## src/rtl/lms_tap_scheduler.sv

```systemverilog
// Control/state block for a time-multiplexed LMS adaptive FIR driving one shared external MAC.
// Build option: define LMS_COEF_SAT_EN to saturate (rather than wrap) the coefficient update.
module lms_tap_scheduler #(
  parameter int NTAPS    = 8,
  parameter int DW       = 16,
  parameter int ACCW     = 35,
  parameter int FRAC     = 15,
  parameter int MU_SHIFT = 4
) (
  input  logic                      clk,
  input  logic                      rst_n,
  input  logic                      i_in_valid,
  output logic                      o_in_ready,
  input  logic [DW-1:0]             i_in_sample,
  input  logic [DW-1:0]             i_in_desired,
  input  logic                      i_adapt_en,
  input  logic                      i_coef_wr,
  input  logic [$clog2(NTAPS)-1:0]  i_coef_idx,
  input  logic [DW-1:0]             i_coef_wdata,
  output logic                      o_out_valid,
  input  logic                      i_out_ready,
  output logic [ACCW-1:0]           o_out_y,
  output logic [DW-1:0]             o_out_err,
  output logic                      o_mac_en,
  output logic                      o_mac_clr,
  output logic [DW-1:0]             o_mac_a,
  output logic [DW-1:0]             o_mac_b,
  input  logic [ACCW-1:0]           i_mac_acc
);
  localparam int IW = $clog2(NTAPS);
  localparam int SH = FRAC + MU_SHIFT;

  typedef enum logic [2:0] {S_IDLE, S_LOAD, S_FIR, S_FWAIT, S_ERR, S_UPD, S_OUT} state_t;
  state_t r_state, w_next;

  logic [NTAPS-1:0][DW-1:0] r_x, r_coef;
  logic [IW:0]              r_cnt;
  logic [DW-1:0]            r_xin, r_d, r_err, r_mac_a, r_mac_b;
  logic                     r_adapt;
  logic [ACCW-1:0]          r_y;

  logic [IW-1:0]            w_k, w_wb;
  logic                     w_fir_last, w_upd_issue, w_upd_last;
  logic signed [ACCW-1:0]   w_yq_full, w_dfull;
  logic [DW-1:0]            w_yq, w_delta, w_cnew;
  logic [DW:0]              w_sum;
  logic                     w_unused;

  assign w_k         = r_cnt[IW-1:0];
  assign w_wb        = w_k - 1'b1;   // wraps to NTAPS-1 on the final write-back cycle
  assign w_fir_last  = (r_cnt == (IW+1)'(NTAPS-1));
  assign w_upd_issue = (r_state == S_UPD) && !r_cnt[IW];
  assign w_upd_last  = r_cnt[IW];

  assign w_yq_full = $signed(r_y) >>> FRAC;
  assign w_yq      = w_yq_full[DW-1:0];
  assign w_dfull   = $signed(i_mac_acc) >>> SH;
  assign w_sum     = {r_coef[w_wb][DW-1], r_coef[w_wb]} + {w_delta[DW-1], w_delta};

`ifdef LMS_COEF_SAT_EN
  localparam logic [DW-1:0] SMAX = {1'b0, {(DW-1){1'b1}}};
  localparam logic [DW-1:0] SMIN = {1'b1, {(DW-1){1'b0}}};
  logic w_dfits;
  assign w_dfits = (&w_dfull[ACCW-1:DW-1]) | ~(|w_dfull[ACCW-1:DW-1]);
  always_comb begin
    w_delta = w_dfull[DW-1:0];
    if (!w_dfits) w_delta = w_dfull[ACCW-1] ? SMIN : SMAX;
    w_cnew = w_sum[DW-1:0];
    if (w_sum[DW] != w_sum[DW-1]) w_cnew = w_sum[DW] ? SMIN : SMAX;
  end
`else
  assign w_delta = w_dfull[DW-1:0];
  assign w_cnew  = w_sum[DW-1:0];
`endif

  assign w_unused = ^{w_yq_full, w_dfull, w_sum};

  always_comb begin
    w_next = r_state;
    case (r_state)
      S_IDLE:  if (i_in_valid) w_next = S_LOAD;
      S_LOAD:  w_next = S_FIR;
      S_FIR:   if (w_fir_last) w_next = S_FWAIT;
      S_FWAIT: w_next = S_ERR;
      S_ERR:   w_next = r_adapt ? S_UPD : S_OUT;
      S_UPD:   if (w_upd_last) w_next = S_OUT;
      S_OUT:   if (i_out_ready) w_next = S_IDLE;
      default: w_next = S_IDLE;
    endcase
  end

  // MAC operands hold their last issued values while idle
  always_comb begin
    o_mac_en  = 1'b0;
    o_mac_clr = 1'b0;
    o_mac_a   = r_mac_a;
    o_mac_b   = r_mac_b;
    if (r_state == S_FIR) begin
      o_mac_en  = 1'b1;
      o_mac_clr = (r_cnt == '0);
      o_mac_a   = r_coef[w_k];
      o_mac_b   = r_x[w_k];
    end else if (w_upd_issue) begin
      o_mac_en  = 1'b1;
      o_mac_clr = 1'b1;
      o_mac_a   = r_err;
      o_mac_b   = r_x[w_k];
    end
  end

  assign o_in_ready  = rst_n && (r_state == S_IDLE);
  assign o_out_valid = (r_state == S_OUT);
  assign o_out_y     = r_y;
  assign o_out_err   = r_err;

  always_ff @(posedge clk or negedge rst_n) begin
    if (!rst_n) begin
      r_state <= S_IDLE;
      r_cnt   <= '0;
      r_x     <= '0;
      r_coef  <= '0;
      r_xin   <= '0;
      r_d     <= '0;
      r_err   <= '0;
      r_adapt <= 1'b0;
      r_y     <= '0;
      r_mac_a <= '0;
      r_mac_b <= '0;
    end else begin
      r_state <= w_next;
      r_cnt   <= ((w_next == r_state) && (r_state == S_FIR || r_state == S_UPD)) ?
                 r_cnt + 1'b1 : '0;
      if (o_mac_en) begin
        r_mac_a <= o_mac_a;
        r_mac_b <= o_mac_b;
      end
      case (r_state)
        S_IDLE: begin
          if (i_coef_wr) r_coef[i_coef_idx] <= i_coef_wdata;
          if (i_in_valid) begin
            r_xin   <= i_in_sample;
            r_d     <= i_in_desired;
            r_adapt <= i_adapt_en;
          end
        end
        S_LOAD:  r_x <= {r_x[NTAPS-2:0], r_xin};
        S_FWAIT: r_y <= i_mac_acc;
        S_ERR:   r_err <= r_d - w_yq;
        // write-back trails issue by one cycle (MAC result visible next cycle)
        S_UPD:   if (r_cnt != '0) r_coef[w_wb] <= w_cnew;
        default: ;
      endcase
    end
  end
endmodule

```

## config.mk

```make
export PLATFORM = sky130hd
export DESIGN_NAME = lms_tap_scheduler
export DESIGN_NICKNAME = d
export VERILOG_FILES = /design/src/rtl/lms_tap_scheduler.sv
export SDC_FILE = /design/constraint.sdc
export NUM_CORES = 1
export LEC_CHECK = 0
export CAP_MARGIN = 5
export CELL_PAD_IN_SITES_DETAIL_PLACEMENT = 0
export CELL_PAD_IN_SITES_GLOBAL_PLACEMENT = 1
export CORE_MARGIN = 2
export CORE_UTILIZATION = 42
export DETAILED_ROUTE_END_ITERATION = 8
export GPL_ROUTABILITY_DRIVEN = 0
export PLACE_DENSITY = 0.85
export SLEW_MARGIN = 25
export SYNTH_ARGS = -nofsm -noshare
export SYNTH_HDL_FRONTEND = slang
export SYNTH_SLANG_ARGS = --single-unit
```

## constraint.sdc

```tcl
create_clock -name clk -period 5.05 [get_ports clk]
set_clock_uncertainty 0.05 [all_clocks]
set_input_delay 0.505 -clock clk [delete_from_list [all_inputs] [get_ports clk]]
set_output_delay 0.505 -clock clk [all_outputs]
set_load 0.01 [all_outputs]
```

# [After elaboration in Yosys (flattened, before gate mapping)]
# Index checks and enable logic that the tools add are counted.
[totals] out_inout_bits=87 latch_bits=0 n_memories=0 regBits=379 romBits=0 ramBits=0 word_cells=86
[op_classes] add_sub_neg=4 mul=0 bitwise=0 div_mod_pow=0 n_reduce_logical=13 order_cmp=5 n_eq_ne=10 shifts=0 n_mux=29
[op_table] op="$bwmux 128" count=2
[op_table] op="$mux 128" count=2
[op_table] op="$pmux 128 s2" count=1
[op_table] op="$bmux 16 s3" count=3
[op_table] op="$mux 16" count=9
[op_table] op="$demux 16 s3" count=2
[op_table] op="$pmux 3 s7" count=1
[op_table] op="$add 16x16->16" count=1
[op_table] op="$sub 16x16->16" count=1
[op_table] op="$lt 3x4->1 const B" count=3
[op_table] op="$mux 3" count=4
[op_table] op="$eq 3x3->1 const B" count=3
[op_table] op="$eq 3x2->1 const B" count=2
[op_table] op="$ge 3x1->1 const B" count=2
[op_table] op="$logic_and 1x1->1" count=5
[op_table] op="$add 4x1->4 const B" count=1
[op_table] op="$eq 4x3->1 const B" count=1
[op_table] op="$logic_not 4->1" count=1
[op_table] op="$mux 4" count=1
[op_table] op="$reduce_bool 4->1" count=1
[op_table] op="$eq 3x1->1 const B" count=1
[op_table] op="$eq 3x3->1" count=1
[op_table] op="$logic_not 3->1" count=1
[op_table] op="$mux 1" count=3
[op_table] op="other kinds (9)" count=9

# [Logic depth before layout (Yosys ltp)]
[logic_depth] ltp_word=8 mapped_depth=20

# [Least setup slack after synthesis]
# No wires, ideal clock.
[synth_timing] path_type="register to register" from="reg r_cnt[0]" to="reg r_coef[46] (netlist bit)" setup_ns=0.147 synth_period_minus_slack_ns=5.259 required_ns=4.853 stages_incl_launch_ff=18 slack_ns=-0.209 arrival_time_ns=5.061 path_buffers=3 path_cell_list="dfrtp_1 -> clkbuf_1 -> clkbuf_1 -> inv_1 -> ha_1 -> xnor2_1 -> nor2_1 -> clkbuf_1 -> a221oi_1 -> nand3_1 -> ha_1 -> fa_1 -> a21o_1 -> a221oi_1 -> a211oi_1 -> a311o_1 -> a221oi_2 -> o221ai_1"
[synth_between] elab_chain_len=8 elab_cells_between_ends=15
[synth_rtl] element="start: declaration" line="37" rtl="logic [IW:0] r_cnt;"
[synth_rtl] element="start signal: assignment" line="131" rtl="r_cnt <= ((w_next == r_state) && (r_state == S_FIR || r_state == S_UPD)) ?"
[synth_rtl] element="branches (longest 8 deep; another with $add 16x16->16)"
[synth_rtl] element="end signal: indexed assignment" line="139" rtl="if (i_coef_wr) r_coef[i_coef_idx] <= i_coef_wdata;"
[synth_rtl] element="end signal: indexed assignment" line="150" rtl="S_UPD: if (r_cnt != '0) r_coef[w_wb] <= w_cnew;"
[synth_rtl] element="end: declaration" line="36" rtl="logic [NTAPS-1:0][DW-1:0] r_x, r_coef;"
# Several ways; the timed one is not identified. The select of a mux whose other input is x is not followed.
# A chain may end at the register's enable or synchronous reset.

# [Final worst setup path]
[layout_timing] from="reg r_cnt[0]" to="reg r_coef[62] (netlist bit)"
# Same word-level chain as after synthesis.

==> results.toml <==
[worst_setup_path]
cp_data_arrival_time_ps = 5030
path_class = "reg2reg"
cp-start-kind = "flop"
critical_path.endpoint_type = "flop"
crit_fanout = 18
cp.required_ps = 5410

[power]
peakVddDrop_mv = 0.452
seqPwrFrac = 0.306
p_comb_frac = 0.516
powerDensity_mw_per_mm2 = 725
power_mw = 17.2
p_sw_mw = 7.26
sw_frac_of_total = 0.422
p_leak_nw = 9.77
pwr-share-clk = 0.179
p_int_mw = 9.93

[route]
vias = 15599
ant_nets = 0
drc = 0
drt_first_pass_iters = 6
avgRoutedWirePerCell_um = 23.2
routed_via_density = 6.17
drt_iter0_drc = 1703
wirelength_um = 58600

[yosys]
syn_area_sq_mm = 0.0197
synth_cell_type_count = 67
yosys.area.top_type = "dfrtp_1"
synthCells = 1751
yosysTopAreaCellShare = 0.480
synthTopCellsByArea = "dfrtp_1 (48%), mux2_2 (11%), mux4_2 (7.4%), a22oi_1 (3.7%), o21ai_0 (3.1%)"
syn_area_per_cell_sq_um = 11.3
async_flop_share = 1.00
synth_seq_area_share = 0.480
synth_warnings = 0
synth_edf_count = 0
synth_seq_cells = 379
syn_nets = 1877
synth_ff_type = "dfrtp_1"

[clocking]
clkLatencyLatePin_ps = 570
cts_setup_buffers = 0
clk_path_buf_depth = 3
htree_levels = 2
clock-root-buffer = "clkbuf_16"
cts.clk_slew.worst_paths_ps = 60
numCtsBuffers = 42
clock-sinks = 379
cts_tree = "built"

[timing]
fin_ws_ps = 380
max_freq_mhz = 214
tns_ps = 0
setup_viol = 0
relSlewSlack = 0.213
timing.final.crit_share = 0.925
fin_crit_ps = 4670
worst_pin_slew_ps = 1170
drv_slew = 0
rsz0062_at_grt = "no"
hold_violations = 0

[cells_and_area]
final_layout_size_suffix_gt1_frac = 0.213
num_antenna_cells = 0
final_nets = 2014
stdcell_count = 2527
syn_to_final_growth_pct = 20.0
n_fill_cell = 4044
seq_area_sq_mm = 0.00949
multi_input_area_sq_mm = 0.00976

[floorplan]
die-height_um = 221
die_w_um = 221
die_area_sq_mm = 0.0488
ios = 179
core_sq_mm = 0.0465
rows = 79
initial_core_util = 0.425

[grt]
grt_use_total = 0.238
grt_pass1_vias = 15576
antenna_found_initial = 1
overflow = 0
grt_pass1_wl_um = 91700
grt_max_degree = 182

[job]
maxCapViolations = 0

[place]
hpwl_um = 39800
place_inst = 2449
place_ws_ps = 52.9
io_buffers = 178

[min_path]
hold_path_class = "reg2reg"

[outcome]
status = "complete, no violations"
cell usage after synthesis (8+ instances only):
master	count
dfrtp_1	379
mux2_2	194
o21ai_0	122
nand2_1	113
nor2_1	110
a22oi_1	97
clkbuf_1	94
a21oi_1	81
mux4_2	65
mux2i_1	40
nand3_1	40
inv_1	36
ha_1	32
a221oi_1	25
buf_1	25
a32oi_1	24
o211ai_1	20
a22o_1	19
nand4_1	18
o21ai_1	17
nand2b_1	15
xnor2_1	15
nor3_1	14
o21a_1	13
buf_2	12
a21o_1	9
and3_1	9
a211oi_1	8
and2_1	8
o221ai_1	8
timing repair:
item / in CTS / in global routing
setup endpoints to repair: 0 / 21
resized for setup: 0 / 6
hold endpoints to repair: 79 / 0
hold buffers: 1 / 0
critical path, cell delays in order, from the launching register on:
cell and delay (ps):
dfrtp_4 480, inv_1 70, ha_1 370, nand2_1 260
nor2_1 90, buf_4 230, a22o_1 260, a221oi_1 220
nand3_1 180, ha_1 390, a21o_1 230, a221oi_2 400
a211oi_1 140, a311o_1 450, a221oi_4 480, o221ai_1 190
power groups by stage:
| stage | sequential, mW | combinational, mW | clock (mW) |
|---|---|---|---|
| after CTS | 5.22 | 8.68 | 3.12 |
| after floorplan | 4.96 | 5.62 | 0 |
| after global routing | 5.39 | 9.53 | 3.26 |
| after global placement | 5.20 | 8.41 | 0 |
| after detailed placement | 5.26 | 8.61 | 0 |
| final | 5.26 | 8.86 | 3.07 |
registers in the layout (all words and copies together), names as in the netlist:
signal     count
r_coef       128
r_x          128
o_out_y       35
o_out_err     16
r_d           16
r_mac_a       16
r_mac_b       16
r_xin         16
r_cnt          4
r_state        3
r_adapt        1
cells by family after synthesis:
logic type,synth area share
flops,0.480
fa+ha+maj,0.0223
compound gates,0.162
xor+xnor,0.0110
mux,0.205
buf+inv,0.0328
simple gates,0.0861
stage by stage:
stage / hold WS [ps] / utilization / area, sq um
2_1_floorplan: 159 / - / 19800
3_3_place_gp: 402 / 0.478 / 22200
4_1_cts: 425 / 0.508 / 23600
6_report: 419 / 0.510 / 23700
3_5_place_dp: 411 / 0.478 / 22200
5_1_grt: 445 / 0.510 / 23700
layer usage:
| layer | vias to the layer above | track usage | share of wire |
|---|---|---|---|
| met5 | - | 0 | 0.00022 |
| met4 | 2 | 0.0950 | 0.034 |
| met3 | 149 | 0.0628 | 0.094 |
| met2 | 797 | 0.358 | 0.45 |
| met1 | 7806 | 0.328 | 0.42 |
| li1 | 6845 | - | - |
layout make-up:
cell class                      instances  area share
Multi-Input combinational cell       1204       0.412
Timing Repair Buffer                  225      0.0922
Sequential cell                       379       0.400
Tap cell                              607      0.0320
Clock inverter                         19     0.00787
Clock buffer                           57      0.0497
Inverter                               36     0.00570
cell usage in the layout, fill, tap and decap left out, types with 43 or more instances in the layout:
master,netlist,final
clkdlybuf4s50_1,0,177
dfrtp_1,379,376
mux4_2,65,65
a21oi_1,81,81
o21ai_0,122,122
nand2_1,113,112
a22oi_1,97,97
nor2_1,110,105
clkbuf_16,0,43
mux2_2,194,194
path summary, 6_finish.rpt:
kind | cells after the start | slack [ps] | end | startpoint
min in group asynchronous | 2 | 470 | r_coef[43]$_DFFE_PN0P_ | rst_n
setup / recovery | 15 | 380 | r_coef[62]$_DFFE_PN0P_ | r_cnt[0]$_DFF_PN0_
max in group asynchronous | 4 | 3080 | r_x[83]$_DFFE_PN0P_ | rst_n
hold / removal | 2 | 420 | r_mac_b[8]$_DFFE_PN0P_ | r_mac_b[8]$_DFFE_PN0P_
setup reg to reg | 15 | 380 | r_coef[62]$_DFFE_PN0P_ | r_cnt[0]$_DFF_PN0_
hold reg to reg | 2 | 420 | r_mac_b[8]$_DFFE_PN0P_ | r_mac_b[8]$_DFFE_PN0P_
Power figures use the tool's default switching activity.
